## src/rtl/pad_filter_pkg.sv

```systemverilog
// Shared types and helpers for the pad input conditioning path.
// Imported by pad_input_filter and pad_input_sync.
package pad_filter_pkg;

  localparam int unsigned GLITCH_CNT_W = 8;

  typedef enum logic [1:0] {
    EDGE_NONE = 2'b00,
    EDGE_RISE = 2'b01,
    EDGE_FALL = 2'b10,
    EDGE_BOTH = 2'b11
  } edge_sel_e;

  typedef enum logic {
    STABLE = 1'b0,
    CHECK  = 1'b1
  } filt_state_e;

  // True when a commit towards new_level is one the selector asks to report.
  function automatic logic edge_match(input edge_sel_e sel, input logic new_level);
    logic match;
    match = 1'b0;
    case (sel)
      EDGE_RISE: match = new_level;
      EDGE_FALL: match = ~new_level;
      EDGE_BOTH: match = 1'b1;
      default:   match = 1'b0;
    endcase
    return match;
  endfunction

  function automatic logic [GLITCH_CNT_W-1:0] sat_inc(input logic [GLITCH_CNT_W-1:0] val);
    return (&val) ? val : val + GLITCH_CNT_W'(1);
  endfunction

endpackage

```

## src/rtl/pad_input_sync.sv

```systemverilog
// Multi-flop synchroniser bringing the raw asynchronous pad value into clk_i.
// The D input of the first stage is the only asynchronous crossing in the block.
module pad_input_sync
  import pad_filter_pkg::*;
#(
  parameter int unsigned SYNC_STAGES = 2,
  parameter logic        RESET_VAL   = 1'b0
) (
  input  logic clk_i,
  input  logic rst_ni,
  input  logic d_i,
  output logic q_o
);

  logic [SYNC_STAGES-1:0] sync_q;
  logic [SYNC_STAGES-1:0] sync_d;

  always_comb begin
    sync_d = {sync_q[SYNC_STAGES-2:0], d_i};
  end

  // NOTE: sequential state uses non-blocking assignments so every flop samples
  // the pre-edge values of its neighbours; blocking here would collapse the chain.
  always_ff @(posedge clk_i or negedge rst_ni) begin
    if (!rst_ni) begin
      sync_q <= {SYNC_STAGES{RESET_VAL}};
    end else begin
      sync_q <= sync_d;
    end
  end

  assign q_o = sync_q[SYNC_STAGES-1];

endmodule

```

## src/rtl/pad_input_filter.sv

```systemverilog
// Pad input conditioner: synchronise, debounce with a programmable window and
// report a clean level, a selectable edge pulse, a sticky pending flag and glitches.
module pad_input_filter
  import pad_filter_pkg::*;
#(
  parameter int unsigned SYNC_STAGES = 2,
  parameter int unsigned CNT_W       = 16,
  parameter logic        RESET_VAL   = 1'b0
) (
  input  logic                    clk_i,
  input  logic                    rst_ni,
  input  logic                    pad_i,
  input  logic                    en_i,
  input  logic [CNT_W-1:0]        debounce_cycles_i,
  input  logic [1:0]              edge_sel_i,
  input  logic                    clr_i,
  output logic                    level_o,
  output logic                    edge_o,
  output logic                    pending_o,
  output logic [GLITCH_CNT_W-1:0] glitch_cnt_o
);

  logic sync;

  pad_input_sync #(
    .SYNC_STAGES (SYNC_STAGES),
    .RESET_VAL   (RESET_VAL)
  ) u_sync (
    .clk_i  (clk_i),
    .rst_ni (rst_ni),
    .d_i    (pad_i),
    .q_o    (sync)
  );

  filt_state_e             state_q,   state_d;
  logic [CNT_W-1:0]        cnt_q,     cnt_d;
  logic                    level_q,   level_d;
  logic                    edge_q,    edge_d;
  logic                    pending_q, pending_d;
  logic [GLITCH_CNT_W-1:0] glitch_q,  glitch_d;
  logic                    commit;
  logic                    glitch;

  // NOTE: every signal written here gets a default first so no path leaves it
  // unassigned; a missing default would infer a latch.
  always_comb begin
    state_d = state_q;
    cnt_d   = cnt_q;
    level_d = level_q;
    commit  = 1'b0;
    glitch  = 1'b0;

    if (!en_i) begin
      // Bypass: track the synchronised value so re-enabling starts matched.
      state_d = STABLE;
      cnt_d   = '0;
      level_d = sync;
    end else begin
      case (state_q)
        STABLE: begin
          if (sync != level_q) begin
            if (debounce_cycles_i == '0) begin
              commit = 1'b1;
            end else begin
              state_d = CHECK;
              cnt_d   = CNT_W'(1);
            end
          end
        end
        CHECK: begin
          if (sync == level_q) begin
            glitch  = 1'b1;
            state_d = STABLE;
            cnt_d   = '0;
          end else if (cnt_q >= debounce_cycles_i) begin
            // >= lets a threshold lowered mid-window commit immediately.
            commit  = 1'b1;
            state_d = STABLE;
            cnt_d   = '0;
          end else begin
            cnt_d = cnt_q + CNT_W'(1);
          end
        end
        default: begin
          state_d = STABLE;
          cnt_d   = '0;
        end
      endcase
      if (commit) begin
        level_d = sync;
      end
    end
  end

  always_comb begin
    edge_d = commit && edge_match(edge_sel_e'(edge_sel_i), sync);

    // Set beats clear for the sticky flag.
    pending_d = pending_q;
    if (clr_i) pending_d = 1'b0;
    if (edge_q) pending_d = 1'b1;

    // Clear first, then count, so a coincident glitch lands on 1.
    glitch_d = glitch_q;
    if (clr_i) glitch_d = '0;
    if (glitch) glitch_d = sat_inc(glitch_d);
  end

  always_ff @(posedge clk_i or negedge rst_ni) begin
    if (!rst_ni) begin
      state_q   <= STABLE;
      cnt_q     <= '0;
      level_q   <= RESET_VAL;
      edge_q    <= 1'b0;
      pending_q <= 1'b0;
      glitch_q  <= '0;
    end else begin
      state_q   <= state_d;
      cnt_q     <= cnt_d;
      level_q   <= level_d;
      edge_q    <= edge_d;
      pending_q <= pending_d;
      glitch_q  <= glitch_d;
    end
  end

  assign level_o      = level_q;
  assign edge_o       = edge_q;
  assign pending_o    = pending_q;
  assign glitch_cnt_o = glitch_q;

endmodule

```

## config.mk

```make
export PLATFORM = sky130hd
export DESIGN_NAME = pad_input_filter
export DESIGN_NICKNAME = d
export VERILOG_FILES = /design/src/rtl/pad_filter_pkg.sv /design/src/rtl/pad_input_sync.sv /design/src/rtl/pad_input_filter.sv
export SDC_FILE = /design/constraint.sdc
export NUM_CORES = 1
export LEC_CHECK = 0
export ABC_CLOCK_PERIOD_IN_PS = 4070
export BUFFER_PORTS_ARGS = -buffer_cell sky130_fd_sc_hd__buf_4
export CAP_MARGIN = 15
export CORE_AREA = 3 3 72 57
export CTS_CLUSTER_SIZE = 8
export DETAILED_ROUTE_END_ITERATION = 7
export DIE_AREA = 0 0 75 60
export GPL_TIMING_DRIVEN = 0
export HOLD_SLACK_MARGIN = 0.02
export PLACE_DENSITY_LB_ADDON = 0.05
export SYNTH_ARGS = -nofsm -noshare
export SYNTH_HDL_FRONTEND = slang
export SYNTH_SLANG_ARGS = --single-unit
export TNS_END_PERCENT = 10
```

## constraint.sdc

```tcl
create_clock -name clk_i -period 4.07 [get_ports clk_i]
set_input_delay 0.407 -clock clk_i [delete_from_list [all_inputs] [get_ports clk_i]]
set_output_delay 0.407 -clock clk_i [all_outputs]
set_load 0.005 [all_outputs]
```

After elaboration in Yosys (flattened, before gate mapping) --
Cells that the tools add are included.
Storage, ports and cells: flip-flop bits (word level) 30, bits of input ports 23, word-level logic and storage cells 55, output and inout port bits 11
Cells by class: magnitude comparators 1, eq/ne operators 8, bitwise operators 2, reductions and logical operators 5, mux-type cells 30, add/subtract/negate cells 2
Operators by type and width (count):
- 16-bit 2-to-1 mux | 5
- 16-bit case mux with 2 select lines | 1
- 8-bit 2-to-1 mux | 3
- 1-bit 2-to-1 mux | 18
- 16-bit by 1-bit adder with 16-bit output, second input constant | 1
- 16-bit >= comparator | 1
- 16-bit zero test | 1
- 8-bit by 1-bit adder with 8-bit output, second input constant | 1
- 8-bit AND reduction | 1
- 3-bit inequality test, second input constant | 2
- 2-bit == test, second input constant | 2
- 1-bit case mux with 2 select lines | 2
- 1-bit case mux with 3 select lines | 1
- 2-bit by 1-bit == test with 1-bit output, second input constant | 1
- 2-bit by 1-bit inequality test with 1-bit output, second input constant | 1
- 1-bit NOT | 2
- 2-bit AND reduction | 1
- 2-bit nonzero test | 1
- 1-bit == test | 1
- 1-bit logical AND | 1
- 1-bit inequality test | 1

Depth between registers and ports, before layout --
depth after elaboration 7, gate-level depth with buffers 10, depth with buffers taken out 8

Cells and area by module --
A second synthesis with hierarchy kept.
Unflattened totals: cell total of the unflattened synthesis 217, area, all modules 1995.7 µm²
By module, submodules not included:
- pad_input_filter | cells each 215, times used 1, sequential area each 700.7 µm², area an instance 1945.6 µm²
- pad_input_sync | cells each 2, times used 1, sequential area each 50.0 µm², area an instance 50.0 µm²

Worst setup path after synthesis --
No wires, ideal clock.
path type reg-to-reg, start register cnt_q[0], end register cnt_q[8], setup slack 2.000 ns, cell stages (with the launch flop) 11, data arrival time 1.940 ns, required time 3.940 ns, clock period less this slack 2.070 ns, cells stage by stage dfrtp_1 > inv_1 > ha_1 > nand2b_4 > a2111oi_2 > o41a_1 > o211a_1 > buf_6 > buf_6 > a41oi_1 > o31ai_1
On the way: word-level cells in the longest chain between the ends 5, elaborated cells between the ends (all ways) 6, those cells by class add/sub: 1; order compare: 1; mux: 4
RTL lines:
- from (decl) | line pad_input_filter.sv:36 | logic [CNT_W-1:0] cnt_q, cnt_d;
- from (signal assigned) | line pad_input_filter.sv:119 | cnt_q <= cnt_d;
- 16-bit by 1-bit adder with 16-bit output / 16-bit >= comparator (equally long branches) | line pad_input_filter.sv:81, pad_input_filter.sv:75
- 16-bit 2-to-1 mux (*) | line pad_input_filter.sv:75 | end else if (cnt_q >= debounce_cycles_i) begin
- 16-bit 2-to-1 mux (*) | line pad_input_filter.sv:71 | if (sync == level_q) begin
- 16-bit case mux with 2 select lines (*) | line pad_input_filter.sv:59 | case (state_q)
- 16-bit 2-to-1 mux (*) | line pad_input_filter.sv:53 | if (!en_i) begin
Every way passes the cells marked *; elsewhere a longest branch is shown, timed or not. A chain may end at the register's enable or synchronous reset.

Final worst setup path --
start register cnt_q[9], end register cnt_q[7]
On the way: word-level cells in the longest chain between the ends 5
RTL lines (line):
- 16-bit >= comparator | pad_input_filter.sv:75
- 16-bit 2-to-1 mux | pad_input_filter.sv:75
- 16-bit 2-to-1 mux | pad_input_filter.sv:71
- 16-bit case mux with 2 select lines | pad_input_filter.sv:59
- 16-bit 2-to-1 mux | pad_input_filter.sv:53
No other way between the ends.

==> results.toml <==
[route]
dr.first_iter.drc_count = 110
ant_nets = 0
dr.pass1.iters = 4
drcViolationCount = 0
routed_wl_mm = 4.984
viasPerCell = 6.140
vias = 1891
wire_per_inst_um = 16.18

[final_layout]
diodes = 0
fillCellCount = 252
nets = 308
fin_cells = 308
regArea_um2 = 750.7
final_layout_size_suffix_gt1_frac = 0.1903
area_growth_pct = 19.49
fin_util = 0.7315
multi_input_comb_area_mm2 = 0.001151

[logic_synthesis]
synth_common_cells = "dfrtp_1 (30), inv_1 (24), ha_1 (18)"
synth_most_common_cell = "dfrtp_1"
synth.distinct_cells = 43
yosys-top-cells-area = "dfrtp_1 (37%), ha_1 (11%), inv_1 (4.4%)"
synth.top_cell.area_share = 0.3654
synth.net_count = 269
syn_inst = 228
async_reset_ff_frac = 1.000
yosys_warnings = 0
synth_seq_cells = 30
yosys.area.top_type = "dfrtp_1"
synth-seq-area-share = 0.3654
synth_area_mm2 = 0.002054
synth_edf_count = 0
avgSynthCellArea_um2 = 9.011
ys.flop_type = "dfrtp_1"

[floorplan]
die-area_mm2 = 0.004500
start_util = 0.6122
die-height_um = 60
core_mm2 = 0.003356
die_x_um = 75
ios = 34
core.rowCount = 18

[sta]
fmaxAchievable_mhz = 431.3
final_hold_viol_count = 0
setup_violations = 0
rsz0062_at_grt = "false"
setup-tns-final_ns = 0
fin_crit_sh = 0.5696
min_period_ns = 2.318
worst_slew_pin_slew_ns = 0.4938
skew_ns = 0.009083
drv_slew = 0
maxSlewHeadroom = 0.6708

[setup_path]
critPathLaunch = "cnt_q[9]$_DFFE_PN0P_"
cp_data_arrival_time_ns = 2.52
rrSetupSlack_ns = 1.75
reg2reg_depth = 9
cp-start-kind = "flop"
worst_path_largest_cell_delay_ns = 0.43
cp_cell_sequence = "ha_1, a21oi_1, nor3_1, nor4_1, o211a_1, buf_6, buf_6, a31oi_1, a31oi_1"
worst_path_dominant_cell_family = "compound AO/OA/AOI/OAI gates"
critPathCapture = "cnt_q[7]$_DFFE_PN0P_"
endpoint_kind = "flop"
cp_data_required_time_ns = 4.27
path_buf_inv = 2
reg2reg_to = "cnt_q[7]$_DFFE_PN0P_"
critical_path.max_fanout = 10
worstSetupPathType = "reg2reg"
r2r-start = "cnt_q[9]$_DFFE_PN0P_"
worstSetupPathDepth = 9
critPathSlowestCell = "dfrtp_1"

[clocking]
clk_pin_slew_ns = 0.07
clkSinkCount = 30
clock_latency_ns = 0.29
numCtsBuffers = 5
ctsHoldBuffers = 0
cts_buffer_depth = 2
post_cts_buffers = 0
tritoncts = "yes"
cts_root_buffer = "clkbuf_8"
cts_repair_resize_count = 0
h-tree-depth = 2

[global_route]
grt_overflow = 0
antenna_found_initial = 0
grtUsageTotal = 0.2474
grt_start_max_net_pins = 31
grt_pass1_wl_mm = 8.204
grt_pass1_vias = 1706

[pwr]
total_power_w = 0.0007253
peakVddDrop_mv = 0.1969
power.density_mw_per_mm2 = 295.5
power.leakage_nw = 1.165

[min_path]
hp-class = "in2async"

[placement]
hpwl_mm = 3.683
port_buffers = 32
globalplace.congestion = 0.8362
dp.cells = 300

[status]
status = "finished, final reports clean"

[flow_run]
max_cap_viol_count = 0
==> state kept, by name, indices dropped and copies added (netlist names) <==
register	count
pending_o	1
glitch_cnt_o	8
u_sync.sync_q	2
cnt_q	16
state_q	1
level_o	1
edge_o	1
==> metrics by stage <==
stage	setup WS (ns)	instance area, um^2	hold slack (ns)
3_5_place_dp	1.677	2345	0.3379
3_3_place_gp	1.749	2345	0.3365
5_1_grt	1.546	2455	0.07517
2_1_floorplan	2.000	2054	0.1114
6_report	1.752	2455	0.05040
4_1_cts	1.754	2455	0.05433
==> layout make-up <==
type / instances / area share
Timing Repair Buffer: 32 / 0.09786
Inverter: 24 / 0.03670
Buffer: 8 / 0.02548
Multi-Input combinational cell: 166 / 0.4689
Clock buffer: 8 / 0.04485
Sequential cell: 30 / 0.3058
Tap cell: 40 / 0.02039
==> power breakdown <==
group / leakage (nW) / internal (W) / switching (W)
Combinational: 0.698 / 0.0000568 / 0.0000685
Sequential: 0.410 / 0.000306 / 0.0000103
Clock: 0.0575 / 0.000171 / 0.000113
Total: 1.17 / 0.000533 / 0.000192
==> worst min-delay path by stage <==
stage / to / slack [ns] / cells after the start
2_1_floorplan: cnt_q[0]$_DFFE_PN0P_ / 0.11 / 0
3_3_place_gp: u_sync.sync_q[1]$_DFF_PN0_ / 0.34 / 0
3_5_place_dp: u_sync.sync_q[1]$_DFF_PN0_ / 0.34 / 0
4_1_cts: glitch_cnt_o[5]$_DFF_PN0_ / 0.05 / 1
5_1_grt: cnt_q[11]$_DFFE_PN0P_ / 0.08 / 1
6_report: glitch_cnt_o[7]$_DFF_PN0_ / 0.05 / 1
==> kinds of logic (layout without fill, tap and decap cells) <==
| group | after synthesis | in the layout | synth area share |
|---|---|---|---|
| compound gates | 54 | 54 | 0.1772 |
| xor+xnor | 9 | 9 | 0.03837 |
| fa+ha+maj | 18 | 18 | 0.1096 |
| buf+inv | 32 | 72 | 0.07430 |
| flops | 30 | 30 | 0.3654 |
| mux | 3 | 3 | 0.01583 |
| simple gates | 82 | 82 | 0.2192 |
==> cell usage in the layout, fill, tap and decap left out, types with 4 or more instances in the layout <==
master    netlist  layout
and2_1          4       4
and3_1          4       4
xor2_1          4       4
inv_1          24      24
nand3_1        15      15
clkbuf_8        1       9
nor4_1          5       5
dfrtp_1        30      30
xnor2_1         5       5
ha_1           18      18
o22ai_1         6       6
a31oi_1        13      13
nand3b_1        4       4
nor2_1         12      12
o21ai_0         7       7
nand4_1        10      10
buf_4           0      32
nand2_1        13      13
clkbuf_1        4       4
a21oi_1        13      13
==> worst register-to-register path, delay by kind of cell, from the launching register on <==
kind	cells	cell delay, ns
DFF	1	0.43
and+or+nand+nor	2	0.48
adders and majority gates	1	0.33
buffers and inverters	2	0.31
AOI/OAI and AO/OA	4	0.70
==> routing by layer <==
layer  global-route usage  up-vias  routed length, um  share of wire
li1                     -      914                  -              -
met1               0.3746      910               2420           0.49
met2               0.3437       53               2163           0.43
met5                    0        -                  0              0
met3              0.04874       14                294          0.059
met4              0.09645        0                105          0.021
No activity file was read; power rests on OpenSTA's default activity.
